File: src/rtl/imem_boot_ctrl.sv
// Boot/download sequencer: owns the program ROM write port during a UART load,
// packs bytes little-endian into words and holds the CPU in reset until flushed.
module imem_boot_ctrl #(
  parameter int ADDR_W    = 14,
  parameter int WORDS     = 16384,
  parameter int TIMEOUT   = 100000,
  parameter int FLUSH_CYC = 4
) (
  input  logic              clk_i,
  input  logic              rst_ni,
  input  logic              load_req_i,
  input  logic              rx_valid_i,
  input  logic [7:0]        rx_data_i,
  output logic              rx_ready_o,
  output logic              rom_sel_o,
  output logic              rom_we_o,
  output logic [ADDR_W-1:0] rom_addr_o,
  output logic [31:0]       rom_wdata_o,
  output logic              cpu_rst_o,
  output logic              load_busy_o,
  output logic              load_done_o,
  output logic [ADDR_W:0]   words_loaded_o
);

  localparam int IDLE_W = $clog2(TIMEOUT + 1);
  localparam int FL_W   = $clog2(FLUSH_CYC + 1);
  localparam logic [ADDR_W-1:0] LAST_ADDR = ADDR_W'(WORDS - 1);

  typedef enum logic [1:0] {ST_FLUSH, ST_RUN, ST_LOAD, ST_WRITE} state_t;

  state_t              state_q, state_d;
  logic [FL_W-1:0]     flush_cnt_q, flush_cnt_d;
  logic [IDLE_W-1:0]   idle_cnt_q, idle_cnt_d;
  logic [1:0]          byte_cnt_q, byte_cnt_d;
  logic [ADDR_W-1:0]   addr_q, addr_d;
  logic [31:0]         wdata_q, wdata_d;
  logic [ADDR_W:0]     words_q, words_d;
  logic                done_d;
  logic                sync1_q, sync2_q, sync3_q;
  logic                req_rise;
  logic                accept;
  logic                rx_ready_q, own_q, rom_we_q, cpu_rst_q, done_q;

  assign req_rise = sync2_q & ~sync3_q;
  assign accept   = rx_valid_i & rx_ready_q;

  always_comb begin
    state_d     = state_q;
    flush_cnt_d = '0;
    idle_cnt_d  = idle_cnt_q;
    byte_cnt_d  = byte_cnt_q;
    addr_d      = addr_q;
    wdata_d     = wdata_q;
    words_d     = words_q;
    done_d      = 1'b0;
    case (state_q)
      ST_FLUSH: begin
        if (flush_cnt_q == FL_W'(FLUSH_CYC)) state_d = ST_RUN;
        else flush_cnt_d = flush_cnt_q + 1'b1;
      end
      ST_RUN: begin
        if (req_rise) begin
          state_d    = ST_LOAD;
          addr_d     = '0;
          byte_cnt_d = '0;
          words_d    = '0;
          idle_cnt_d = '0;
        end
      end
      ST_LOAD: begin
        if (accept) begin
          wdata_d[8*byte_cnt_q +: 8] = rx_data_i;
          byte_cnt_d = byte_cnt_q + 1'b1;
          idle_cnt_d = '0;
          if (byte_cnt_q == 2'd3) state_d = ST_WRITE;
        end else if (words_q != '0) begin
          // No timeout until the first word has landed; a partial word is dropped.
          if (idle_cnt_q == IDLE_W'(TIMEOUT - 1)) begin
            state_d = ST_FLUSH;
            done_d  = 1'b1;
          end else begin
            idle_cnt_d = idle_cnt_q + 1'b1;
          end
        end
      end
      ST_WRITE: begin
        byte_cnt_d = '0;
        idle_cnt_d = '0;
        words_d    = words_q + 1'b1;
        if (addr_q == LAST_ADDR) begin
          state_d = ST_FLUSH;
          done_d  = 1'b1;
        end else begin
          addr_d  = addr_q + 1'b1;
          state_d = ST_LOAD;
        end
      end
      default: state_d = ST_FLUSH;
    endcase
  end

  // Output flops are loaded from the next state so every output is registered
  // yet aligned with the state it describes.
  always_ff @(posedge clk_i or negedge rst_ni) begin
    if (!rst_ni) begin
      state_q     <= ST_FLUSH;
      flush_cnt_q <= '0;
      idle_cnt_q  <= '0;
      byte_cnt_q  <= '0;
      addr_q      <= '0;
      wdata_q     <= '0;
      words_q     <= '0;
      sync1_q     <= 1'b0;
      sync2_q     <= 1'b0;
      sync3_q     <= 1'b0;
      rx_ready_q  <= 1'b0;
      own_q       <= 1'b0;
      rom_we_q    <= 1'b0;
      cpu_rst_q   <= 1'b1;
      done_q      <= 1'b0;
    end else begin
      state_q     <= state_d;
      flush_cnt_q <= flush_cnt_d;
      idle_cnt_q  <= idle_cnt_d;
      byte_cnt_q  <= byte_cnt_d;
      addr_q      <= addr_d;
      wdata_q     <= wdata_d;
      words_q     <= words_d;
      sync1_q     <= load_req_i;
      sync2_q     <= sync1_q;
      sync3_q     <= sync2_q;
      rx_ready_q  <= (state_d == ST_LOAD);
      own_q       <= (state_d == ST_LOAD) || (state_d == ST_WRITE);
      rom_we_q    <= (state_d == ST_WRITE);
      cpu_rst_q   <= (state_d != ST_RUN);
      done_q      <= done_d;
    end
  end

  assign rx_ready_o     = rx_ready_q;
  assign rom_sel_o      = own_q;
  assign load_busy_o    = own_q;
  assign rom_we_o       = rom_we_q;
  assign rom_addr_o     = addr_q;
  assign rom_wdata_o    = wdata_q;
  assign cpu_rst_o      = cpu_rst_q;
  assign load_done_o    = done_q;
  assign words_loaded_o = words_q;

endmodule

File: config.mk
export PLATFORM = sky130hd
export DESIGN_NAME = imem_boot_ctrl
export DESIGN_NICKNAME = d
export VERILOG_FILES = /design/src/rtl/imem_boot_ctrl.sv
export SDC_FILE = /design/constraint.sdc
export NUM_CORES = 1
export LEC_CHECK = 0
export CORE_UTILIZATION = 30
export CTS_BUF_LIST = sky130_fd_sc_hd__clkbuf_16
export CTS_CLUSTER_DIAMETER = 60
export DETAILED_ROUTE_END_ITERATION = 8
export DONT_BUFFER_PORTS = 1
export PLACE_DENSITY_LB_ADDON = 0.08
export SKIP_LAST_GASP = 1
export SYNTH_ARGS = -nofsm -noshare
export SYNTH_HDL_FRONTEND = slang
export SYNTH_SLANG_ARGS = --single-unit
File: constraint.sdc
create_clock -name clk_i -period 2.9 [get_ports clk_i]
set_input_delay 0.29 -clock clk_i [delete_from_list [all_inputs] [get_ports clk_i]]
set_output_delay 0.29 -clock clk_i [all_outputs]
set_load 0.01 [all_outputs]
==> results.sh, run 1 <==
export IMPL_cts_root_buf="clkbuf_16"
export IMPL_crit_type="reg2reg"
export IMPL_cts_resized=0
export IMPL_fill_cells=1475
export IMPL_slew_headroom=0.672
export IMPL_power_density_mw_per_mm2=802
export IMPL_initial_core_util=0.308
export IMPL_slowest_delay_ns=0.50
export IMPL_ys_types=56
export IMPL_finalWorstSetupSlack_ns=0.728
export IMPL_layout_min_cycle_time_ns=2.17
export IMPL_final_hold_viol_count=0
export IMPL_power_clock_fraction=0.338
export IMPL_vias_per_cell=5.11
export IMPL_ys_flop_type="dfrtp_1"
export IMPL_rows=44
export IMPL_grtUsageMet2=0.233
export IMPL_worst_ir_drop_vdd_v=0.000353
export IMPL_cp_cell_sequence="inv_1 > ha_1 > nor4b_1 > and4_1 > or2_4 > or4_1 > nand2_1"
export IMPL_io_pins=79
export IMPL_fp_coreArea_mm2=0.0146
export IMPL_synthTopCellsByArea="dfrtp_1 51%, nand2_1 8.2%, o21ai_0 4.6%"
export IMPL_cts_tree="done"
export IMPL_syn_area_mm2=0.00450
export IMPL_met3_usage=0.0412
export IMPL_cp_top_family="simple AND/OR/NAND/NOR gates"
export IMPL_yosysSeqAreaShare=0.512
export IMPL_postRouteAntennaNets=0
export IMPL_setup_tns_ns=0
export IMPL_drt_iter0_drc=144
export IMPL_h_tree_depth=3
export IMPL_setup_viol=0
export IMPL_numClockSinks=92
export IMPL_switching_power_mw=1.44
export IMPL_path_clk_slew_ns=0.07
export IMPL_path_buf_inv=1
export IMPL_vias=3393
export IMPL_drcViolationCount=0
export IMPL_die_x_um=124
export IMPL_gr_max_usage_layer="met2"
export IMPL_firstDrtPassIters=4
export IMPL_start_kind="flip-flop"
export IMPL_clock_skew_ns=0.00637
export IMPL_cp_max_fo=21
export IMPL_ys_ff_latch=92
export IMPL_cts_buffers=9
export IMPL_routedWlPerCell_um=17.1
export IMPL_routed_wirelength_um=11400
export IMPL_comb_power_share=0.212
export IMPL_grt_total_usage=0.154
export IMPL_grt_pass1_wl_um=19000
export IMPL_synth_top_area_cell="dfrtp_1"
export IMPL_dp_final_hpwl_um=7690
export IMPL_syn_inst=469
export IMPL_maxCapViolCount=0
export IMPL_antenna_found_initial=0
export IMPL_p_sw_frac=0.350
export IMPL_finalCritPeriodShare=0.749
export IMPL_slew_violations=0
export IMPL_worstPathArrival_ns=2.45
export IMPL_rsz0062_at_grt="false"
export IMPL_port_buffers=0
export IMPL_cp_depth=7
export IMPL_grt_use_met1=0.214
export IMPL_die_area_mm2=0.0155
export IMPL_synth_top_family_by_area="simple AND/OR/NAND/NOR gates"
export IMPL_p_total_mw=4.10
export IMPL_fin_nets=499
export IMPL_postCtsSetupBuffers=0
export IMPL_outcome="finished clean"
export IMPL_grt_pass1_vias=3408
export IMPL_hold_path_class="in2reg"
export IMPL_synth_simple_area_share=0.274
export IMPL_diodes=0
export IMPL_share_seq_of_total_power=0.450
export IMPL_clk_insertion_delay_late_ns=0.35
export IMPL_reg2reg_depth=7
export IMPL_tightest_slew_ns=0.485
export IMPL_place_congestion=0.744
export IMPL_worstPathRequired_ns=3.18
export IMPL_fmax_mhz=460
export IMPL_leakagePower_nw=2.16
export IMPL_synth_adder_area_share=0.0334
export IMPL_grt_ovfl_total=0
export IMPL_avgSynthCellArea_um2=9.59
export IMPL_die_h_um=124
export IMPL_post_place_ws_ns=0.743
export IMPL_p_int_mw=2.66
export IMPL_fin_util=0.350
export IMPL_syn_nets=493
export IMPL_grt_max_degree=93
export IMPL_synthArstFlopShare=1.00
export IMPL_synth_xor_area_share=0.0467
export IMPL_cts_buffer_depth=2
export IMPL_yosys_warnings=0
export IMPL_end_kind="flip-flop"
export IMPL_area_growth_pct=13.6
export IMPL_crit_path_top_delay_cell="dfrtp_1"
export IMPL_synth_top_area_frac=0.506
export IMPL_holdPathStages=2
export IMPL_layout_drive_gt1_share=0.0729
export IMPL_muxShareOfSynthArea=0.00918
export IMPL_synth_edff_count=0
export IMPL_synth_compound_area_share=0.0968
## cells in the final DEF, fill, tap and decap left out, types with 6 or more instances in the layout
| cell | n |
|---|---|
| nand2_1 | 98 |
| dfrtp_1 | 91 |
| o21ai_0 | 41 |
| nor2_1 | 35 |
| nand3_1 | 21 |
| nand4_1 | 14 |
| nor4_1 | 13 |
| xnor2_1 | 13 |
| ha_1 | 12 |
| xor2_1 | 11 |
| nor3_1 | 9 |
| clkbuf_16 | 9 |
| buf_4 | 9 |
| inv_1 | 7 |
| nand2b_1 | 7 |
| or3_1 | 7 |
| and4_1 | 6 |
| nor3b_1 | 6 |
| o311ai_0 | 6 |
## logic make-up after synthesis
logic type | count (synthesis)
AND/OR/NAND/NOR | 243
flip-flops | 92
AO/OA/AOI/OAI | 70
XOR/XNOR | 24
buffers and inverters | 24
adder cells (fa/ha/maj) | 12
multiplexers | 4
## state kept, by name, indices dropped and copies added (netlist names)
name,count
words_loaded_o,15
sync1_q,1
cpu_rst_o,1
flush_cnt_q,3
sync3_q,1
rom_wdata_o,32
rom_addr_o,14
load_done_o,1
load_busy_o,1
rom_we_o,1
idle_cnt_q,17
sync2_q,1
state_q,1
rx_ready_o,1
byte_cnt_q,2
## cell usage after synthesis, types with 2 or more instances
cell type,count
nor4_1,13
ha_1,12
o311ai_0,6
or4_1,4
xor2_1,11
nand2_1,98
mux2i_1,3
clkbuf_1,10
nor4b_1,2
and3_1,2
and2_1,3
nor2_1,35
buf_6,2
nor2b_1,2
o41ai_1,2
inv_1,7
and4_1,6
nand2b_1,7
nand4b_1,2
dfrtp_1,91
or3_1,7
nand3_1,21
a21oi_1,4
nor3b_1,6
nor3_1,9
buf_2,3
xnor2_1,13
o211ai_1,4
o21ai_0,41
nand3b_1,2
nand4_1,14
a22oi_1,3
## area by class of cell
cell class,instances,area [µm²],share of cell area
Sequential cell,92,2300,0.451
Multi-Input combinational cell,353,2080,0.408
Tap cell,184,230,0.0451
Clock buffer,9,225,0.0441
Clock inverter,7,123,0.0240
Timing Repair Buffer,12,115,0.0225
Inverter,7,26.3,0.00514
## per-layer routing
layer	vias up	routed length, µm
met5	-	0
met3	16	682
met1	1609	5490
met4	0	147
met2	91	5060
li1	1677	-
## timing repair
item	4_1_cts	5_1_grt
hold endpoints to repair	93	0
setup endpoints to repair	0	0
hold buffers	3	0
## stage by stage
stage	hold WS, ns	area, µm²	cells
global route	0.0622	5110	664
floorplan	-0.00559	4500	469
finish	0.0723	5110	664
global placement	0.000190	4710	645
detailed placement	0.000663	4710	645
CTS	0.0608	5110	664
## final timing paths
kind                                   startpoint               to  slack, ns
worst min register to register            sync1_q          sync2_q       0.35
worst min-delay path                 rx_data_i[5]  rom_wdata_o[13]       0.07
min in group asynchronous                  rst_ni   idle_cnt_q[15]       0.54
worst max-delay path            words_loaded_o[0]   idle_cnt_q[10]       0.73
worst max register to register  words_loaded_o[0]   idle_cnt_q[10]       0.73
max in group asynchronous                  rst_ni  rom_wdata_o[22]       2.01
## power groups by stage
stage | Sequential (mW) | Combinational (mW) | Clock (mW)
6_report | 1.85 | 0.867 | 1.38
2_1_floorplan | 1.78 | 0.685 | 0
5_1_grt | 1.88 | 1.00 | 1.49
4_1_cts | 1.85 | 0.881 | 1.44
3_3_place_gp | 1.87 | 0.826 | 0
3_5_place_dp | 1.88 | 0.843 | 0
(Power assumes the default switching activity.)
==> run 2, diff against run 1 <==
==> constraint.sdc (replaced) <==
create_clock -name clk_i -period 1.8 [get_ports clk_i]
set_input_delay 0.18 -clock clk_i [delete_from_list [all_inputs] [get_ports clk_i]]
set_output_delay 0.18 -clock clk_i [all_outputs]
set_load 0.01 [all_outputs]
==> run 2 against run 1 <==
Net effect:
- the run now ends with hold timing, setup timing left
- clock skew rose by 0.0021 ns
- count of clock-buffer cells in the layout did not move
- via count rose by 12%
- die area did not move
- setup slack got worse by 0.81 ns
- critical path type unchanged
==> results.sh, run 2 (synthesis results as in run 1) <==
export IMPL_outcome="finished with violations"
export IMPL_violations="hold timing, setup timing"
export IMPL_path_clk_slew_ns=0.07
export IMPL_cp_startpoint="idle_cnt_q[0]"
export IMPL_place_congestion=0.796
export IMPL_io_pins=79
export IMPL_fin_nets=590
export IMPL_finalCritPeriodShare=1.04
export IMPL_area_growth_pct=31.8
export IMPL_layout_drive_gt1_share=0.257
export IMPL_end_kind="flip-flop"
export IMPL_crit_type="reg2reg"
export IMPL_post_place_ws_ns=-0.124
export IMPL_power_density_mw_per_mm2=1180
export IMPL_die_h_um=124
export IMPL_drcViolationCount=0
export IMPL_largest_register_ffs=32
export IMPL_slew_violations=0
export IMPL_vias_per_cell=5.02
export IMPL_port_buffers=0
export IMPL_worstPathRequired_ns=2.09
export IMPL_clock_skew_ns=0.00845
export IMPL_firstDrtPassIters=6
export IMPL_r2r_start="idle_cnt_q[0]"
export IMPL_final_hold_viol_count=92
export IMPL_grt_pass1_wl_um=20400
export IMPL_diodes=0
export IMPL_start_kind="flip-flop"
export IMPL_cts_buffer_depth=2
export IMPL_grt_pass1_vias=3781
export IMPL_h_tree_depth=3
export IMPL_worstPathArrival_ns=2.17
export IMPL_drt_iter0_drc=174
export IMPL_grt_max_degree=93
export IMPL_finalWorstSetupSlack_ns=-0.0778
export IMPL_dp_final_hpwl_um=8610
export IMPL_setup_tns_ns=-0.794
export IMPL_fmax_mhz=533
export IMPL_cts_hold_buf=9
export IMPL_cts_root_buf="clkbuf_16"
export IMPL_cp_max_fo=13
export IMPL_maxCapViolCount=0
export IMPL_fin_util=0.406
export IMPL_hold_path_class="in2async"
export IMPL_die_area_mm2=0.0155
export IMPL_clk_insertion_delay_late_ns=0.34
export IMPL_rsz0062_at_grt="true"
export IMPL_worst_ir_drop_vdd_v=0.000492
export IMPL_grt_ovfl_total=0
export IMPL_cts_tree="done"
export IMPL_tightest_slew_ns=0.418
export IMPL_setup_viol=16
export IMPL_initial_core_util=0.308
export IMPL_numClockSinks=92
export IMPL_layout_common_cells="94 x nand2_1, 92 x buf_4, 88 x dfrtp_1, 38 x o21ai_0, 34 x nor2_1"
export IMPL_fp_coreArea_mm2=0.0146
export IMPL_routed_wirelength_um=12300
export IMPL_antenna_found_initial=0
export IMPL_die_x_um=124
export IMPL_vias=3787
export IMPL_layout_min_cycle_time_ns=1.88
export IMPL_leakagePower_nw=2.63
export IMPL_place_inst=724
export IMPL_whs_ns=-0.476
export IMPL_layout_commonest_cell="nand2_1"
export IMPL_grt_total_usage=0.167
export IMPL_rows=44
export IMPL_routedWlPerCell_um=16.4
export IMPL_postRouteAntennaNets=0
export IMPL_stdcell_count=755
export IMPL_cts_buffers=9
export IMPL_slew_headroom=0.721
run 2: cell types whose count changed in the layout (fill, tap and decap cells not counted), sizes merged:
cell,change
buf,+84
dlygate4sd3,+7
clkinv,+1
bufinv,-1
run 2: final cells by class:
cell class                      instances  area [µm²]
Fill cell                            1449        8660
Sequential cell                        92        2310
Multi-Input combinational cell        353        2240
Timing Repair Buffer                  103         812
Tap cell                              184         230
Clock buffer                            9         225
Clock inverter                          7        83.8
Inverter                                7        26.3
run 2: metal layers:
metal | track usage | up-vias | share of wire
li1 | - | 1849 | -
met1 | 0.214 | 1833 | 0.46
met2 | 0.262 | 93 | 0.47
met3 | 0.0567 | 12 | 0.059
met4 | 0.0539 | 0 | 0.013
met5 | 0 | - | 0
run 2: timing repair:
action	CTS	global route
setup endpoints to repair	17	58
resized for setup	8	24
setup buffers	3	3
hold endpoints to repair	125	92
pin swaps	4	8
run 2: power breakdown:
part / internal [mW] / switching, mW
clock network: 1.20 / 0.804
registers: 2.43 / 0.359
logic: 0.952 / 1.22
run 2: final timing paths:
check                                       to  slack [ns]  cells past startpoint
max in group asynchronous        rom_addr_o[0]        2.05                      0
worst min-delay path             idle_cnt_q[6]       -0.48                      0
min in group clk_i               idle_cnt_q[9]        0.23                      4
worst max register to register  idle_cnt_q[14]       -0.08                      7
worst min register to register         sync2_q        0.35                      0
worst max-delay path            idle_cnt_q[14]       -0.08                      7
run 2: metrics by stage:
step	area, µm²	power [mW]
floorplan	4550	4.00
global placement	5370	4.84
detailed placement	5370	4.88
CTS	5810	7.00
global route	5930	7.44
finish	5930	6.97
run 2: critical path, stage by stage (launching register included):
cell and delay [ns]:
dfrtp_1 0.38, ha_1 0.25, nand4_1 0.16, nor4_4 0.07, or2_4 0.28, buf_12 0.15, or4_1 0.46, nand2_1 0.07
==> run 3, diff against run 2 <==
--- a/config.mk
+++ b/config.mk
@@ -5,7 +5,9 @@
 export SDC_FILE = /design/constraint.sdc
 export NUM_CORES = 1
 export LEC_CHECK = 0
-export CORE_UTILIZATION = 30
+export ABC_CLOCK_PERIOD_IN_PS = 1800
+export CAP_MARGIN = 20
+export CORE_UTILIZATION = 57
 export CTS_BUF_LIST = sky130_fd_sc_hd__clkbuf_16
 export CTS_CLUSTER_DIAMETER = 60
 export DETAILED_ROUTE_END_ITERATION = 8
==> run 3 against run 2 <==
Net effect:
- the run still ends with hold timing, setup timing left
- clock skew fell by 0.0011 ns
- wire length down 10%
- largest cell class unchanged
- utilization is 34 points higher
- critical path depth down 1
- count of clock-buffer cells in the layout stayed put
- via count grew 1.5%
- total power shrank 3.0%
- hold slack better by 0.0058 ns
- critical path type unchanged
- first-iteration DRC count increased by 31%
- clock power down 11%
- setup slack got worse by 0.089 ns
==> results.sh, run 3 (synthesis results as in run 1) <==
export IMPL_grt_pass1_vias=3888
export IMPL_start_kind="flip-flop"
export IMPL_clk_insertion_delay_late_ns=0.34
export IMPL_dp_final_hpwl_um=7540
export IMPL_maxCapViolCount=0
export IMPL_leakagePower_nw=2.62
export IMPL_cp_top_family="simple AND/OR/NAND/NOR gates"
export IMPL_grt_max_degree=93
export IMPL_fmax_mhz=508
export IMPL_firstDrtPassIters=5
export IMPL_rsz0062_at_grt="true"
export IMPL_ff2ff_setup_slack_ns=-0.17
export IMPL_clock_skew_ns=0.00737
export IMPL_numClockSinks=92
export IMPL_end_kind="flip-flop"
export IMPL_finalCritPeriodShare=1.09
export IMPL_place_inst=632
export IMPL_crit_path_top_delay_cell="or4bb_1"
export IMPL_switching_power_mw=2.44
export IMPL_layout_commonest_cell="nand2_1"
export IMPL_layout_min_cycle_time_ns=1.97
export IMPL_place_congestion=0.854
export IMPL_cts_tree="done"
export IMPL_final_hold_viol_count=92
export IMPL_cp_max_fo=10
export IMPL_slew_headroom=0.677
export IMPL_worst_ir_drop_vdd_v=0.000656
export IMPL_drcViolationCount=0
export IMPL_slowest_delay_ns=0.55
export IMPL_violations="hold timing, setup timing"
export IMPL_cts_buffers=9
export IMPL_hold_path_class="in2async"
export IMPL_port_buffers=0
export IMPL_postRouteAntennaNets=0
export IMPL_worstPathArrival_ns=2.18
export IMPL_antenna_found_initial=0
export IMPL_r2r_start="idle_cnt_q[12]"
export IMPL_tightest_slew_ns=0.483
export IMPL_layout_drive_gt1_share=0.246
export IMPL_vias_per_cell=5.80
export IMPL_power_density_mw_per_mm2=1180
export IMPL_drt_iter0_drc=228
export IMPL_die_h_um=90.8
export IMPL_p_sw_frac=0.360
export IMPL_vias=3844
export IMPL_p_total_mw=6.76
export IMPL_cts_hold_buf=9
export IMPL_die_x_um=90.8
export IMPL_path_buf_inv=1
export IMPL_initial_core_util=0.585
export IMPL_finalWorstSetupSlack_ns=-0.167
export IMPL_fin_nets=580
export IMPL_grt_total_usage=0.282
export IMPL_fill_cells=542
export IMPL_diodes=0
export IMPL_h_tree_depth=3
export IMPL_routedWlPerCell_um=16.7
export IMPL_path_clk_slew_ns=0.07
export IMPL_reg2reg_depth=6
export IMPL_stdcell_count=663
export IMPL_area_growth_pct=27.2
export IMPL_largest_register_ffs=32
export IMPL_routed_wirelength_um=11100
export IMPL_slew_violations=0
export IMPL_dpl_cell_area_mm2=0.00519
export IMPL_outcome="finished with violations"
export IMPL_share_seq_of_total_power=0.412
export IMPL_power_clock_fraction=0.264
export IMPL_cts_buffer_depth=2
export IMPL_crit_type="reg2reg"
export IMPL_grt_ovfl_total=0
export IMPL_final_area_mm2=0.00572
export IMPL_fp_coreArea_mm2=0.00769
export IMPL_timing_rr_end="idle_cnt_q[16]"
export IMPL_worstPathRequired_ns=2.01
export IMPL_setup_viol=20
export IMPL_whs_ns=-0.471
export IMPL_io_pins=79
export IMPL_grt_pass1_wl_um=18500
export IMPL_setup_tns_ns=-2.48
export IMPL_cts_root_buf="clkbuf_16"
export IMPL_p_int_mw=4.33
export IMPL_cp_cell_sequence="or4bb_1 > nor4_4 > or2_4 > buf_12 > or3_1 > nand3_1"
export IMPL_comb_power_share=0.324
export IMPL_rows=32
export IMPL_die_area_mm2=0.00825
export IMPL_layout_common_cells="93 x nand2_1, 88 x dfrtp_1, 83 x buf_4, 38 x o21ai_0, 33 x nor2_1"
==> run 3: power by group through the flow <==
stage               Clock [mW]  Combinational (mW)  Sequential [mW]
CTS                       1.81                2.05             2.79
finish                    1.79                2.19             2.79
global route              1.88                2.48             2.82
floorplan                    0                1.12             2.88
detailed placement           0                1.94             2.82
global placement             0                1.87             2.81
==> run 3: worst max-delay path by stage <==
stage,start,endpoint,slack [ns],cells past startpoint
after floorplan,idle_cnt_q[11],idle_cnt_q[0],-0.17,6
after global placement,idle_cnt_q[8],load_done_o,-0.15,5
after detailed placement,idle_cnt_q[11],idle_cnt_q[11],-0.17,6
after CTS,idle_cnt_q[5],idle_cnt_q[13],-0.19,6
after global routing,idle_cnt_q[12],idle_cnt_q[13],-0.25,6
final,idle_cnt_q[12],idle_cnt_q[16],-0.17,6
==> run 3: worst reg2reg max path: stages, from the launching register on <==
cell and delay [ns]:
dfrtp_1 0.38, or4bb_1 0.55, nor4_4 0.37, or2_4 0.25, buf_12 0.13, or3_1 0.10, nand3_1 0.06
==> run 3: layout make-up <==
type / count / area, µm² / area share
clock buffers: 9 / 225 / 0.0394
multi-input cells: 353 / 2250 / 0.393
flip-flops and latches: 92 / 2310 / 0.403
well taps: 102 / 128 / 0.0223
clock inverters: 7 / 51.3 / 0.00897
inverters: 7 / 26.3 / 0.00459
repair buffers: 93 / 733 / 0.128
==> run 3: repair_timing <==
action	CTS	global route
pin swaps	6	13
endpoints found under the hold margin	125	92
setup buffers	4	3
gates resized for setup	8	22
setup endpoints to repair	53	44
==> run 3: routing by layer <==
layer / global-route usage / share of wire / up-vias
met5: 0 / 0 / -
met4: 0.108 / 0.019 / 0
met3: 0.0640 / 0.054 / 18
met2: 0.461 / 0.49 / 111
met1: 0.368 / 0.44 / 1868
li1: - / - / 1847
==> run 3: metrics by stage <==
stage / utilization / setup slack, ns
6_report: 0.744 / -0.167
5_1_grt: 0.744 / -0.254
4_1_cts: 0.727 / -0.194
3_5_place_dp: 0.675 / -0.170
3_3_place_gp: 0.675 / -0.150
2_1_floorplan: - / -0.172
==> variant 1 (settings of run 2) <==
`FLUSH_CYC`: 4 -> 2.
--- a/src/rtl/imem_boot_ctrl.sv
+++ b/src/rtl/imem_boot_ctrl.sv
@@ -4,7 +4,7 @@
   parameter int ADDR_W    = 14,
   parameter int WORDS     = 16384,
   parameter int TIMEOUT   = 100000,
-  parameter int FLUSH_CYC = 4
+  parameter int FLUSH_CYC = 2
 ) (
   input  logic              clk_i,
   input  logic              rst_ni,
Formal check against the unedited RTL: not equivalent (a bounded check fails within 4 cycles, from zero or initial values and one cycle with rst_ni low).
==> variant 1 against run 2 <==
  * The run still ends with negative hold slack, negative setup slack left
  * Final area is 0.68% higher
  * Routed wire length is 0.46% lower
  * Highest routed layer unchanged
  * Critical path type unchanged
  * Non-clock buffer count is 1 lower
  * Fmax is 4.1% lower
  * Area after synthesis is 0.31% lower
  * Power is 0.14% higher
  * Sequential cell count stayed put
  * Via count is 0.69% lower
  * Global-route usage is 0.14 points lower
  * Largest power group unchanged
  * Clock power is 7% lower
  * Hold slack worse by 11 ps
  * Count of clock-buffer cells in the layout stayed put
  * Setup slack worse by 79 ps
==> variant 1: results (changes against run 2) <==
groute.usage.overall_pct: 16.5  # -0.14 points
async_flop_share_pct: 100  # unchanged
cp_top_family: "simple AND/OR/NAND/NOR gates"
hold_buffers: 9  # unchanged
hold_ws_ps: -487  # -10.6 ps
cts_root_buf: "clkbuf_16"
hold_class: "in -> async"
failed_checks: "negative hold slack, negative setup slack"
crit_slowest_cell: "or4bb_1"
dr.pass1.iters: 4  # -2
synthesis.nets: 492  # -0.20%
arrival_ps: 2200  # +30 ps
clock_latency_ps: 360  # +20 ps
tightest_slew_ps: 555  # +137 ps
grt_pass1_wl_um: 20200  # -0.91%
gp_congestion: 0.804  # +0.97%
drive_gt1_share_pct: 26.6  # +0.88 points
antenna_cells: 0  # unchanged
port_buffers: 0  # unchanged
cts_buffers: 9  # unchanged
ys_types: 57  # +1.8%
post-place-ws_ps: -167  # -43.1 ps
synthFlopType: "dfrtp_1"
p_sw_share_pct: 36.8  # +2.5 points
dp.final_hpwl_um: 8780  # +1.9%
wirelength_um: 12300  # -0.46%
fin_setup_tns_ps: -1250  # -452 ps
place_area_um2: 5300  # -1.2%
htreeDepth: 3  # unchanged
outcome: "finished, violations left"
clkTransAtPathRegs_ps: 70  # about the same
nets: 588  # -0.34%
cts.path.max_buffers: 2  # unchanged
vias: 3761  # -0.69%
fin_ws_ps: -157  # -79.4 ps
crit_path_max_fanout: 4  # -9
slowest_delay_ps: 540  # +80 ps
setup_viol: 16  # unchanged
grt_max_degree: 93  # unchanged
synth_area_leaders: "dfrtp_1 (51%), nand2_1 (7.7%), o21ai_1 (3.9%), nor2_1 (3.1%), ha_1 (2.8%)"
synthTopCellsByCount: "nand2_1 (92), dfrtp_1 (91), nor2_1 (37)"
p_leak_nw: 2.65  # +0.44%
vdd_ir_drop_max_uv: 580  # +18%
finClkSkew_ps: 8.89  # +0.439 ps
ys_warn_count: 0  # unchanged
drtIter0Drc: 219  # +26%
antenna_found_initial: 0  # unchanged
ys_seq_area_share_pct: 51.4  # +0.16 points
largest_reg_flops: 32  # unchanged
finalHoldViolCount: 92  # unchanged
variant 1: changes by cell type in the layout (fill, tap and decap cells not counted), moves of 5 or more:
cell	delta
o21ai_1	+33
nor4_1	-5
o311ai_1	-7
a21oi_1	+7
a21oi_2	+5
buf_4	-5
o21ai_0	-30
nand2_1	-6
nand3_1	-10
variant 1: final timing paths:
path                       cells past startpoint  slack [ps]           from       endpoint
max in group asynchronous                      0        2080         rst_ni      cpu_rst_o
hold / removal                                 0        -490         rst_ni  rom_addr_o[7]
setup / recovery                               6        -160  idle_cnt_q[6]  idle_cnt_q[0]
hold reg to reg                                0         360        sync1_q        sync2_q
min in group clk_i                             3         170     rx_valid_i    load_done_o
setup reg to reg                               6        -160  idle_cnt_q[6]  idle_cnt_q[0]
variant 1: final cells by class:
type / instances / area, um^2
Tap cell: 184 / 230
Clock buffer: 9 / 225
Sequential cell: 92 / 2310
Fill cell: 1416 / 8570
Inverter: 11 / 41.3
Timing Repair Buffer: 102 / 815
Multi-Input combinational cell: 350 / 2290
Clock inverter: 7 / 57.6
variant 1: cell families (layout without fill, tap and decap cells):
family / Yosys count / count (layout) / share of synthesized area, %
multiplexers: 5 / 5 / 1.17
XOR/XNOR: 23 / 23 / 4.49
AND/OR/NAND/NOR: 215 / 215 / 23.8
flip-flops: 92 / 92 / 51.4
buffers and inverters: 28 / 129 / 2.87
adder cells (fa/ha/maj): 10 / 10 / 2.79
AO/OA/AOI/OAI: 97 / 97 / 13.5
variant 1: per-stage QoR:
step | utilization, % | hold slack, ps | std cells
after floorplan | - | -116 | 470
after global placement | 36.5 | -113 | 724
after detailed placement | 36.5 | -111 | 724
after CTS | 39.4 | -498 | 750
after global routing | 41.0 | -503 | 755
final | 41.0 | -487 | 755
variant 1: repair_timing:
item                                    4_1_cts  5_1_grt
endpoints found under the hold margin       125       92
endpoints found under the setup margin       18       54
setup buffers                                 1        7
pin swaps                                    11       23
resized for setup                             7       44
variant 1: power by group through the flow:
stage	logic, W	clock network (W)	registers (W)
after detailed placement	0.00211	0	0.00278
after global placement	0.00210	0	0.00278
after CTS	0.00219	0.00192	0.00275
after global routing	0.00262	0.00202	0.00279
after floorplan	0.00120	0	0.00278
final	0.00238	0.00186	0.00274
variant 1: layer usage:
metal,routed length [um],vias to the layer above,GRT usage (%)
met3,607,11,4.74
li1,-,1865,-
met5,0,-,0
met1,6050,1808,22.8
met4,149,0,5.10
met2,5480,77,24.9
==> variant 2 (settings of run 2) <==
Made on the original files. Encoding of `state_t`: now one-hot (4 bits for 4 states).
--- a/src/rtl/imem_boot_ctrl.sv
+++ b/src/rtl/imem_boot_ctrl.sv
@@ -26,7 +26,7 @@
   localparam int FL_W   = $clog2(FLUSH_CYC + 1);
   localparam logic [ADDR_W-1:0] LAST_ADDR = ADDR_W'(WORDS - 1);
 
-  typedef enum logic [1:0] {ST_FLUSH, ST_RUN, ST_LOAD, ST_WRITE} state_t;
+  typedef enum logic [3:0] {ST_FLUSH = 4'b0001, ST_RUN = 4'b0010, ST_LOAD = 4'b0100, ST_WRITE = 4'b1000} state_t;
 
   state_t              state_q, state_d;
   logic [FL_W-1:0]     flush_cnt_q, flush_cnt_d;
Function: same outputs for any inputs over 10 cycles, from zero or initial values and one cycle with rst_ni low; not proved beyond that.
==> variant 2 against run 2 <==
  * The run still ends with negative hold slack, negative setup slack left
  * Routed wire length rose by 3.7%
  * Critical path type unchanged
  * Die area rose by 3.3%
  * Hold slack got worse by 6.7 ps
  * First-iteration DRC count rose by 11%
  * Largest cell class is now multi-input combinational cells
  * Final area rose by 8.3%
  * Utilization rose by 1.7 points
  * Sequential share of layout area fell by 1.8 points
  * Clock skew rose by 3.1 ps
  * Global-route usage fell by 0.36 points
  * Setup slack got worse by 29 ps
  * Fmax fell by 1.5%
  * Sequential cell count rose by 3
  * Area after synthesis rose by 3.4%
Power is not compared: it rests on default switching activity, and its combinational part moved more than twofold at a synthesized area within 25%.
==> variant 2: results (changes against run 2) <==
finalHoldViolCount: 95  # +3.3%
drtIter0Drc: 194  # +11%
failed_checks: "negative hold slack, negative setup slack"
crit_slowest_cell: "or4b_4"
wl_met1_um: 5810  # +3.4%
hold_ws_ps: -483  # -6.71 ps
grt_pass1_vias: 3917  # +3.6%
wire_per_inst_um: 16.2  # -1.1%
met3_usage_pct: 3.58  # -2.1 points
synthesis.nets: 513  # +4.1%
nets: 623  # +5.6%
critPathLaunch: "state_q[2]"
tightest_slew_ps: 391  # -26.6 ps
drive_gt1_share_pct: 30.3  # +4.6 points
fin_ws_ps: -107  # -28.8 ps
outcome: "finished, violations left"
use_met1_pct: 21.0  # -0.32 points
synth_compound_area_share_pct: 13.6  # +3.9 points
fillers: 1481  # +2.2%
wl_met3_um: 572  # -22%
grt_pass1_wl_um: 20400  # about the same
setup_viol: 22  # +6
synth_area_leaders: "dfrtp_1 (50%), nand2_1 (8.6%), o21ai_0 (6.2%), ha_1 (3.2%), mux2i_1 (2.6%)"
crit_path_max_fanout: 6  # -7
synthTopCellsByCount: "nand2_1 (107), dfrtp_1 (93), o21ai_0 (58)"
postCtsSetupRepairBufs: 5  # +2
-- variant 2: changes by cell type after synthesis, moves of 9 or more --
cell,run 2,this run
o31ai_1,1,10
nand2_1,98,107
xnor2_1,13,2
o21ai_0,41,58
mux2i_1,3,12
nor2_1,35,21
-- variant 2: stage by stage --
step                      cell area (um^2)  setup TNS, ps  util [%]  cells  total power (W)
after floorplan                       4710           -281         -    489          0.00261
after CTS                             6090          -2370      40.2    782          0.00471
after global routing                  6420          -3380      42.4    792          0.00486
final                                 6420           -977      42.4    792          0.00464
after detailed placement              5530          -4100      36.5    752          0.00274
after global placement                5530          -3140      36.5    752          0.00272
-- variant 2: final cells by class --
class	count	share of cell area, %
Multi-Input combinational cell	365	38.7
Sequential cell	95	37.1
Timing Repair Buffer	117	15.5
Tap cell	188	3.67
Clock buffer	9	3.51
Clock inverter	7	0.936
Inverter	11	0.644
